===== src/rtl/uart_packetizer.sv =====
// uart_packetizer: buffers one payload packet, then frames it as SOF, LEN, payload, CHK over the UART transmitter handshake.
module uart_packetizer #(
  parameter int DATA_BITS = 8,
  parameter int MAX_PAYLOAD = 16,
  parameter logic [DATA_BITS-1:0] SOF_BYTE = 8'hA5
) (
  input  logic                 clk,
  input  logic                 rst,
  input  logic                 in_valid,
  input  logic [DATA_BITS-1:0] in_data,
  input  logic                 in_last,
  output logic                 in_ready,
  output logic                 tx_start,
  output logic [DATA_BITS-1:0] tx_data,
  input  logic                 tx_done,
  output logic                 busy,
  output logic                 pkt_done
);
  localparam int CW = $clog2(MAX_PAYLOAD + 1);
  localparam int IW = MAX_PAYLOAD > 1 ? $clog2(MAX_PAYLOAD) : 1;
  typedef enum logic [2:0] {COLLECT, TX_SOF, TX_LEN, TX_PAY, TX_CHK} state_t;
  state_t r_state, w_next_state;
  logic [CW-1:0] r_count;
  logic [IW-1:0] r_idx, w_next_idx;
  logic [DATA_BITS-1:0] r_xor, w_tx_data;
  logic [DATA_BITS-1:0] r_buf [MAX_PAYLOAD];
  logic w_accept, w_close, w_done, w_pay_last, w_issue;
  assign w_accept = in_valid & in_ready;
  assign w_close = w_accept & (in_last | r_count == CW'(MAX_PAYLOAD - 1));
  assign w_done = tx_done & ~tx_start & (r_state != COLLECT);
  assign w_pay_last = CW'(r_idx) == r_count - CW'(1);
  always_ff @(posedge clk) begin
    if (rst) begin
      r_state <= COLLECT;
      r_idx <= '0;
    end else begin
      r_state <= w_next_state;
      r_idx <= w_next_idx;
    end
  end
  always_comb begin
    w_next_state = r_state;
    w_next_idx = r_idx;
    case (r_state)
      COLLECT: if (w_close) w_next_state = TX_SOF;
      TX_SOF:  if (w_done) w_next_state = TX_LEN;
      TX_LEN: if (w_done) begin
        w_next_state = TX_PAY;
        w_next_idx = '0;
      end
      TX_PAY: if (w_done) begin
        w_next_state = w_pay_last ? TX_CHK : TX_PAY;
        w_next_idx = w_pay_last ? r_idx : r_idx + IW'(1);
      end
      default: if (w_done) w_next_state = COLLECT;
    endcase
  end
  always_comb begin
    w_issue = r_state == COLLECT ? w_close : w_done && r_state != TX_CHK;
    w_tx_data = w_next_state == TX_SOF ? SOF_BYTE :
                w_next_state == TX_LEN ? DATA_BITS'(r_count) :
                w_next_state == TX_PAY ? r_buf[w_next_idx] : DATA_BITS'(r_count) ^ r_xor;
  end
  always_ff @(posedge clk) begin
    if (rst) begin
      in_ready <= 1'b1;
      tx_start <= 1'b0;
      tx_data <= '0;
      busy <= 1'b0;
      pkt_done <= 1'b0;
    end else begin
      in_ready <= w_next_state == COLLECT;
      busy <= w_next_state != COLLECT;
      tx_start <= w_issue;
      if (w_issue) tx_data <= w_tx_data;
      pkt_done <= r_state == TX_CHK && w_done;
    end
  end
  always_ff @(posedge clk) begin
    if (rst || (r_state == TX_CHK && w_done)) begin
      r_count <= '0;
      r_xor <= '0;
    end else if (w_accept) begin
      r_count <= r_count + CW'(1);
      r_xor <= r_xor ^ in_data;
    end
  end
  always_ff @(posedge clk) if (w_accept) r_buf[r_count[IW-1:0]] <= in_data;
endmodule


===== config.mk =====
export PLATFORM = sky130hd
export DESIGN_NAME = uart_packetizer
export DESIGN_NICKNAME = d
export VERILOG_FILES = /design/src/rtl/uart_packetizer.sv
export SDC_FILE = /design/constraint.sdc
export NUM_CORES = 1
export LEC_CHECK = 0
export CAP_MARGIN = 20
export CORE_UTILIZATION = 30
export CTS_BUF_LIST = sky130_fd_sc_hd__clkbuf_8
export CTS_CLUSTER_SIZE = 24
export DETAILED_ROUTE_END_ITERATION = 6
export PLACE_DENSITY = 0.49
export SYNTH_ARGS = -nofsm -noshare
export SYNTH_HDL_FRONTEND = slang
export SYNTH_SLANG_ARGS = --single-unit

===== constraint.sdc =====
create_clock -name clk -period 5.2 [get_ports clk]
set_input_delay 1.3 -clock clk [delete_from_list [all_inputs] [get_ports clk]]
set_output_delay 1.3 -clock clk [all_outputs]
set_load 0.01 [all_outputs]

==> metrics.cfg, run 1 <==
[sta]
post-route-period-util_pct=82.47
timing.fmax_mhz=233.2
rsz0062_at_grt=false
max_slew.worst_pin.slew_ns=1.056
final_hold_viol_count=0
final.setup.worst_slack_ns=0.9115
relSlewSlack_pct=29.33
finalCriticalPeriod_ns=4.288
drv_slew=0
setup_violations=0
fin_setup_tns_ns=0
fin_skew_ns=0.01163

[logic_synthesis]
syn_inst=604
synth_ff_type=edfxtp_1
ys_warn_count=0
synth_largest_area_cell=edfxtp_1
syn_area_per_cell_um2=11.56
synthTopCellsByArea=edfxtp_1 (55%), dfxtp_1 (9.2%), nand2_1 (5.8%), nor2_1 (2.6%), nand3_1 (2.5%)
ys_ff_latch=160
synth_nets=623
synthesis.area_um2=6982
yosysMostFrequentCell=edfxtp_1
yosys-top-cells-count=edfxtp_1 (128), nand2_1 (108), nor2_1 (49)
synth_cell_types=55
synth_top_area_share_pct=55.05
synthArstFlopShare_pct=0
synth-edff-count=128
yosysSeqAreaShare_pct=64.23

[setup_path]
crit_slowest_cell=o211a_1
critPathTopFamily=simple AND/OR/NAND/NOR gates
path_common_cell=nand2_1
start_kind=primary input
crit_chain=clkdlybuf4s50_1 > nor2b_1 > nand2_1 > nand2_1 > o211a_1 > buf_4 > nand2_1 > and3_1 > a211oi_1 > nor3_1 > nor3_1
crit_path_max_fanout=28
max_stage_delay_ns=0.83
cp_num_buf_inv=2
crit_required_ns=5.58
cp-end-kind=flip-flop
cp.arrival_ns=4.67
ff2ff_setup_slack_ns=0.95
worstSetupPathType=in2reg

[finish]
ff_latch_area_um2=4484
fill_cells=2252
drive_above_1_share_pct=8.504
multiInputGateArea_um2=2292
antenna-diode-count=0
finalNetCount=641
syn_to_final_growth_pct=13.30

[global_route]
globalRoute.totalOverflow=0
antenna_found_initial=0
grt_pass1_wl_um=28610
grt_util_all_layers_pct=16.28
grt_pass1_vias=4627
grt_max_degree=51

[pwr]
max-vdd-ir-drop_uv=149.2
powerDensity_nw_per_um2=319.0
p_leak_nw=2.646

[floorplan]
io_pins=25
initial_core_util_pct=30.74
dieArea_um2=23890
die_height_um=154.6
row_count=55
die_x_um=154.6
coreArea_um2=22710

[placement]
place_ws_ns=0.4981
hpwlAfterDp_um=12170
port_buffers=24
place_congestion=0.8385

[min_path]
min_path_type=reg2reg

[clocking]
clock_sinks=160
ctsResizeCount=0
clock_latency_ns=0.46
ctsRootBufferMaster=clkbuf_8
cts_buffers=17
holdBufCountCts=0
path_clk_slew_ns=0.09
ctsHtreeMaxLevel=4
tritoncts=done
postCtsSetupRepairBufs=0
clk_path_buf_depth=2

[routing]
wl_per_cell_um=20.17
drt_pass1_iterations=7
drtAntennaViolNets=0
drc_errors=1
dr.first_iter.drc_count=390
vias=4848
drt_wl_total_um=18550
via_per_inst=5.270

[flow_run]
cap_violations=0

[status]
status=complete, but fails checks
failed_checks=design-rule violations

layout make-up:
class,count,share of cell area [%]
multi-input cells,395,28.98
flip-flops and latches,160,56.69
clock buffers,17,2.958
inverters,7,0.3322
clock inverters,15,1.724
repair buffers,41,4.809
well taps,285,4.508
registers in the layout, summed over array words and instances (netlist names):
name      count
r_idx         4
tx_data       8
busy          1
r_state       3
r_count       5
r_buf       128
pkt_done      1
tx_start      1
r_xor         8
in_ready      1
metrics by stage:
stage	area (um2)	instances	utilization (%)	total power (W)	hold slack, ns
4_1_cts	7910	920	34.83	0.002546	0.5050
5_1_grt	7910	920	34.83	0.002621	0.5338
3_3_place_gp	7540	888	33.20	0.001668	0.4976
3_5_place_dp	7540	888	33.20	0.001672	0.4926
6_report	7910	920	34.83	0.002523	0.4916
2_1_floorplan	6982	604	-	0.001579	0.4794
worst register-to-register path, stage by stage (launching register included):
cell	delay [ns]
dfxtp_1	0.57
inv_1	0.12
ha_1	0.28
o21ba_1	0.19
a221o_1	0.40
a211oi_2	0.23
buf_4	0.20
o211a_1	0.85
buf_4	0.41
nand2_1	0.09
and3_1	0.17
a211oi_1	0.33
nor3_1	0.15
nor3_1	0.19
cells by family (layout without fill, tap and decap cells):
group                    Yosys count  after routing  synth area share [%]
AND/OR/NAND/NOR                  260            260                 16.86
adder cells (fa/ha/maj)            6              6                 1.075
flip-flops                       160            160                 64.23
XOR/XNOR                          16             16                 2.007
buffers and inverters             49             80                 3.118
multiplexers                      14             14                 2.025
AO/OA/AOI/OAI                     99             99                 10.68
cell usage in the layout, fill, tap and decap left out, drive strengths merged, types with 11 or more instances in the layout:
master / count
a21oi: 21
buf: 17
and3: 13
nor2: 49
nand2: 108
nor3: 15
inv: 12
clkbuf: 17
dfxtp: 32
mux2i: 13
nand4: 12
xor2: 11
edfxtp: 128
clkdlybuf4s50: 24
nand3: 35
worst paths after layout:
check                           from                      end  depth (start not counted)
max reg2reg  r_count[0]$_SDFFE_PP0P_  tx_data[0]$_SDFFE_PP0P_                         13
min reg2reg  tx_data[4]$_SDFFE_PP0P_  tx_data[4]$_SDFFE_PP0P_                          2
max                          tx_done  tx_data[0]$_SDFFE_PP0P_                         11
min          tx_data[4]$_SDFFE_PP0P_  tx_data[4]$_SDFFE_PP0P_                          2
power breakdown:
| group | internal (W) | total [W] | switching (W) |
|---|---|---|---|
| Clock | 0.000385 | 0.000883 | 0.000498 |
| Combinational | 0.0000782 | 0.000198 | 0.000120 |
| Sequential | 0.00142 | 0.00144 | 0.0000274 |
| Total | 0.00188 | 0.00252 | 0.000645 |
layer usage:
| layer | global-route usage [%] | vias up | part of all wire (%) |
|---|---|---|---|
| li1 | - | 2268 | - |
| met3 | 3.362 | 26 | 4.6 |
| met4 | 4.762 | 0 | 1.6 |
| met5 | 0 | - | 0 |
| met1 | 22.84 | 2412 | 47 |
| met2 | 25.32 | 142 | 46 |
No activity file was read; power rests on OpenSTA's default activity.
==> inputs of run 2 (changes only) <==
--- a/config.mk
+++ b/config.mk
@@ -10,7 +10,7 @@
 export CTS_BUF_LIST = sky130_fd_sc_hd__clkbuf_8
 export CTS_CLUSTER_SIZE = 24
 export DETAILED_ROUTE_END_ITERATION = 6
-export PLACE_DENSITY = 0.49
+export PLACE_DENSITY = 0.51
 export SYNTH_ARGS = -nofsm -noshare
 export SYNTH_HDL_FRONTEND = slang
 export SYNTH_SLANG_ARGS = --single-unit
==> constraint.sdc (replaced) <==
create_clock -name clk -period 3.9 [get_ports clk]
set_input_delay 0.975 -clock clk [delete_from_list [all_inputs] [get_ports clk]]
set_output_delay 0.975 -clock clk [all_outputs]
set_load 0.01 [all_outputs]
==> metrics.cfg, run 2 (synthesized netlist as in run 1, its figures left out) <==
[finish]
stdcell_area_um2=8150
largest_reg_flops=128
most-common-layout-cells=edfxtp_1 (128), nand2_1 (108), nor2_1 (49)
drive_above_1_share_pct=12.01
antenna-diode-count=0
final_common_cell=edfxtp_1
syn_to_final_growth_pct=16.74
finalNetCount=665
fill_cells=2244

[floorplan]
coreArea_um2=22710
die_x_um=154.6
row_count=55
dieArea_um2=23890
initial_core_util_pct=30.74
io_pins=25
die_height_um=154.6

[setup_path]
crit_chain=inv_1 > ha_1 > o21ba_1 > a221o_1 > a211oi_2 > o211a_1 > buf_12 > a21o_1 > a21oi_1 > a2111oi_0 > nor4_1 > a21oi_1
start_kind=flip-flop
crit_cells=12
cp.arrival_ns=3.97
crit_required_ns=4.28
max_stage_delay_ns=0.63
crit_slowest_cell=a2111oi_0
worstSetupPathType=reg2reg
critPathLaunch=r_count[0]$_SDFFE_PP0P_
ff2ff_setup_slack_ns=0.31
critPathTopFamily=compound AO/OA/AOI/OAI gates
cp-end-kind=flip-flop
cp_num_buf_inv=2
r2r_start=r_count[0]$_SDFFE_PP0P_
path_common_cell=a21oi_1
reg2reg_depth=12
crit_path_max_fanout=44

[placement]
port_buffers=24
place_area_um2=7762
place_congestion=0.7738
place_ws_ns=0.05075
hpwlAfterDp_um=12340

[clocking]
holdBufCountCts=0
clock_sinks=160
tritoncts=done
clk_path_buf_depth=2
cts_buffers=17
ctsHtreeMaxLevel=4
clock_latency_ns=0.45
ctsRootBufferMaster=clkbuf_8
path_clk_slew_ns=0.09

[sta]
post-route-period-util_pct=92.09
max_slew.worst_pin.slew_ns=0.6691
final.setup.worst_slack_ns=0.3083
rsz0062_at_grt=false
setup_violations=0
drv_slew=0
fin_setup_tns_ns=0
timing.fmax_mhz=278.4
finalCriticalPeriod_ns=3.592
final_hold_viol_count=0
relSlewSlack_pct=54.24
fin_skew_ns=0.01385
whs_ns=0.5029

[pwr]
max-vdd-ir-drop_uv=236.9
p_leak_nw=2.796
powerDensity_nw_per_um2=418.2

[routing]
drt_pass1_iterations=5
dr.first_iter.drc_count=442
via_per_inst=5.182
wl_per_cell_um=19.35
vias=4887
drt_wl_total_um=18250
drtAntennaViolNets=0
drc_errors=0

[min_path]
min_path_type=reg2reg
hold_depth=2
worstHoldStart=tx_data[4]$_SDFFE_PP0P_

[global_route]
grt_util_all_layers_pct=15.99
grt_pass1_wl_um=28510
globalRoute.totalOverflow=0
grt_max_degree=45
grt_pass1_vias=4827
antenna_found_initial=0

[status]
status=finished clean

[flow_run]
cap_violations=0

run 2: worst reg2reg max path, cell delays in order, from the launching register on:
cell       delay [ns]
dfxtp_1          0.34
inv_1            0.07
ha_1             0.27
o21ba_1          0.20
a221o_1          0.40
a211oi_2         0.51
o211a_1          0.29
buf_12           0.23
a21o_1           0.18
a21oi_1          0.04
a2111oi_0        0.63
nor4_1           0.18
a21oi_1          0.17
run 2: worst paths after layout:
kind / to
hold / removal: tx_data[4]$_SDFFE_PP0P_
setup / recovery: tx_data[5]$_SDFFE_PP0P_
hold reg to reg: tx_data[4]$_SDFFE_PP0P_
setup reg to reg: tx_data[5]$_SDFFE_PP0P_
run 2: metrics by stage:
stage,utilization [%],total power (W),instances
2_1_floorplan,-,0.002106,604
3_3_place_gp,34.18,0.002235,911
3_5_place_dp,34.18,0.002240,911
4_1_cts,35.85,0.003432,942
5_1_grt,35.89,0.003532,943
6_report,35.89,0.003408,943
run 2: timing repair:
| action | CTS | global route |
|---|---|---|
| buffers inserted | 0 | 0 |
| setup endpoints to repair | 0 | 1 |
| resized for setup | 0 | 1 |
run 2: final cells by class:
cell class | count | area [um2] | area share, %
Tap cell | 285 | 356.6 | 4.375
Clock buffer | 17 | 234.0 | 2.871
Clock inverter | 14 | 145.1 | 1.781
Timing Repair Buffer | 65 | 610.6 | 7.492
Inverter | 7 | 26.28 | 0.3224
Sequential cell | 160 | 4484 | 55.02
Multi-Input combinational cell | 395 | 2293 | 28.14
run 2: power by group:
part           internal, W  total (W)  leakage, nW  switching, W
Combinational     0.000116   0.000287         1.19      0.000172
Sequential         0.00189    0.00191         1.42     0.0000272
Clock             0.000526    0.00121        0.190      0.000681
run 2: layer usage:
| metal | part of all wire [%] | wire (um) | track usage, % |
|---|---|---|---|
| met3 | 3.8 | 687 | 2.914 |
| met1 | 48 | 8749 | 22.33 |
| met5 | 0 | 0 | 0 |
| met4 | 0.84 | 153 | 3.819 |
| met2 | 47 | 8661 | 25.68 |
==> inputs of run 3 (changes only) <==
--- a/config.mk
+++ b/config.mk
@@ -5,6 +5,7 @@
 export SDC_FILE = /design/constraint.sdc
 export NUM_CORES = 1
 export LEC_CHECK = 0
+export ABC_AREA = 1
 export CAP_MARGIN = 20
 export CORE_UTILIZATION = 30
 export CTS_BUF_LIST = sky130_fd_sc_hd__clkbuf_8
==> metrics.cfg, run 3 <==
[placement]
place_congestion=0.8099
hpwlAfterDp_um=11910
port_buffers=24

[logic_synthesis]
synth_compound_area_share_pct=5.124
ys_ff_latch=160
yosysMostFrequentCell=nand2_1
synthMuxAreaShare_pct=0
synthAdderAreaFrac_pct=1.071
synth_top_family_by_area=simple AND/OR/NAND/NOR gates
yosysSeqAreaShare_pct=63.99
synth_ff_type=edfxtp_1
synth-edff-count=128
synth_nets=698
synth_xor_area_share_pct=1.625
synth_largest_area_cell=edfxtp_1
synthTopCellsByArea=edfxtp_1 (55%), dfxtp_1 (9.1%), nand3_1 (8.7%), nand2_1 (8.4%), inv_1 (2.6%)
syn_area_per_cell_um2=10.32
synth-simple-area-share_pct=22.44
ys_warn_count=0
synthesis.area_um2=7008
yosys-top-cells-count=nand2_1 (157), edfxtp_1 (128), nand3_1 (122)
synth_cell_types=32
synth_top_area_share_pct=54.85
syn_inst=679
synthArstFlopShare_pct=0

[finish]
antenna-diode-count=0
fill_cells=2306
final_common_cell=nand2_1
finalNetCount=748
syn_to_final_growth_pct=15.89
largest_reg_flops=128
drive_above_1_share_pct=11.46
most-common-layout-cells=nand2_1 (157), edfxtp_1 (128), nand3_1 (122)

[status]
status=finished clean

[pwr]
max-vdd-ir-drop_uv=232.8
p_switching_w=0.0008811
swShare_pct=25.40
p_total_w=0.003469
comb_power_share_pct=10.0
intPower_w=0.002587
power_frac_clock_pct=34.5
seqPwrFrac_pct=55.5
p_leak_nw=3.051
powerDensity_nw_per_um2=427.1

[flow_run]
cap_violations=0

[sta]
finalCriticalPeriod_ns=3.100
fin_skew_ns=0.01455
whs_ns=0.4697
timing.fmax_mhz=322.6
drv_slew=0
fin_setup_tns_ns=0
max_slew.worst_pin.slew_ns=0.9622
relSlewSlack_pct=35.62
rsz0062_at_grt=false
post-route-period-util_pct=79.49
setup_violations=0
final_hold_viol_count=0

[routing]
drt_wl_total_um=17710
wl_per_cell_um=16.79
vias=4923
wl_met2_um=8604
met1Wirelength_um=8162
top_layer=met4
dr.first_iter.drc_count=378
drtAntennaViolNets=0
drt_pass1_iterations=4
via_per_inst=4.666
met3_length_um=718
drc_errors=0

[floorplan]
coreArea_um2=22780
die_x_um=154.8
io_pins=25
dieArea_um2=23980
row_count=55
initial_core_util_pct=30.77
die_height_um=154.8

[clocking]
ctsRootBufferMaster=clkbuf_8
path_clk_slew_ns=0.09
clk_path_buf_depth=2
cts_buffers=17
holdBufCountCts=0
clock_latency_ns=0.47
tritoncts=done
clock_sinks=160
ctsHtreeMaxLevel=4
postCtsSetupRepairBufs=0
ctsResizeCount=0

[global_route]
grt_max_degree=65
grt_pass1_vias=4971
grt_pass1_wl_um=28410
antenna_found_initial=0
grt_util_all_layers_pct=16.06
globalRoute.totalOverflow=0

[min_path]
min_path_type=reg2reg
worstHoldStart=tx_data[6]$_SDFFE_PP0P_
hold_depth=2
hold_path_end=tx_data[6]$_SDFFE_PP0P_

[setup_path]
r2r-end=tx_data[2]$_SDFFE_PP0P_
ff2ff_setup_slack_ns=0.91
start_kind=primary input
worstSetupPathType=in2reg
r2r_start=r_count[1]$_SDFFE_PP0P_
cp.arrival_ns=3.49
reg2reg_depth=18
crit_required_ns=4.29
cp-end-kind=flip-flop
crit_path_max_fanout=9

run 3: cell count changes after synthesis, moves of 10 or more:
cell,previous run,this run
clkbuf_1,17,4
inv_1,7,48
and3_1,13,0
a21oi_1,21,31
nand2_1,108,157
nand3_1,35,122
o21ai_0,3,20
mux2i_1,13,0
nand4_1,12,2
run 3: per-stage QoR:
step | instance area, um2 | cells | utilization (%) | setup WS [ns]
finish | 8122 | 1055 | 35.66 | 0.7999
detailed placement | 7741 | 1023 | 33.99 | 0.3459
global placement | 7741 | 1023 | 33.99 | 0.4042
floorplan | 7008 | 679 | - | 1.272
CTS | 8122 | 1055 | 35.66 | 0.8273
global route | 8122 | 1055 | 35.66 | 0.5335
run 3: worst max-delay path, cell delays in order:
cell and delay, ns:
clkdlybuf4s50_1 0.46, inv_1 0.04, nor2_1 0.19, nand2_2 0.18
nand2_2 0.22, inv_1 0.12, nor3_1 0.17, nand3_1 0.13
nand2_1 0.09, nor2_1 0.09, inv_1 0.17, nor2_2 0.10
nand2_1 0.08, nand2_1 0.04, a21oi_1 0.24, nand2_1 0.09
a21oi_1 0.12
run 3: routing by layer:
metal,track usage (%),vias to the layer above
met3,2.718,17
met5,0,-
li1,-,2419
met1,21.56,2393
met2,26.44,94
met4,5.045,0
run 3: layout make-up:
type | instances | area, um2 | share of cell area (%)
clock inverters | 15 | 146.4 | 1.802
flip-flops and latches | 160 | 4484 | 55.21
inverters | 55 | 209.0 | 2.573
repair buffers | 60 | 535.5 | 6.594
clock buffers | 17 | 234.0 | 2.881
well taps | 313 | 391.6 | 4.822
multi-input cells | 435 | 2121 | 26.11
run 3: worst max-delay path by stage:
stage | from | endpoint | slack [ns] | cells after the start
6_report | tx_done | tx_data[4]$_SDFFE_PP0P_ | 0.80 | 17
5_1_grt | tx_done | tx_data[4]$_SDFFE_PP0P_ | 0.53 | 17
4_1_cts | tx_done | tx_data[4]$_SDFFE_PP0P_ | 0.83 | 17
3_5_place_dp | tx_done | tx_data[4]$_SDFFE_PP0P_ | 0.35 | 17
3_3_place_gp | tx_done | tx_data[2]$_SDFFE_PP0P_ | 0.40 | 14
2_1_floorplan | tx_done | tx_data[6]$_SDFFE_PP0P_ | 1.27 | 15
run 3: power by group through the flow:
stage	clock network [W]	registers, W	logic [W]
2_1_floorplan	0	0.00197	0.000197
3_3_place_gp	0	0.00196	0.000351
3_5_place_dp	0	0.00196	0.000351
4_1_cts	0.00121	0.00192	0.000352
5_1_grt	0.00128	0.00193	0.000393
6_report	0.00120	0.00192	0.000348
run 3: cell families (layout without fill, tap and decap cells):
kind of cell / count (synthesis) / after routing
adder cells (fa/ha/maj): 6 / 6
AND/OR/NAND/NOR: 351 / 351
XOR/XNOR: 13 / 13
AO/OA/AOI/OAI: 65 / 65
buffers and inverters: 84 / 147
flip-flops: 160 / 160
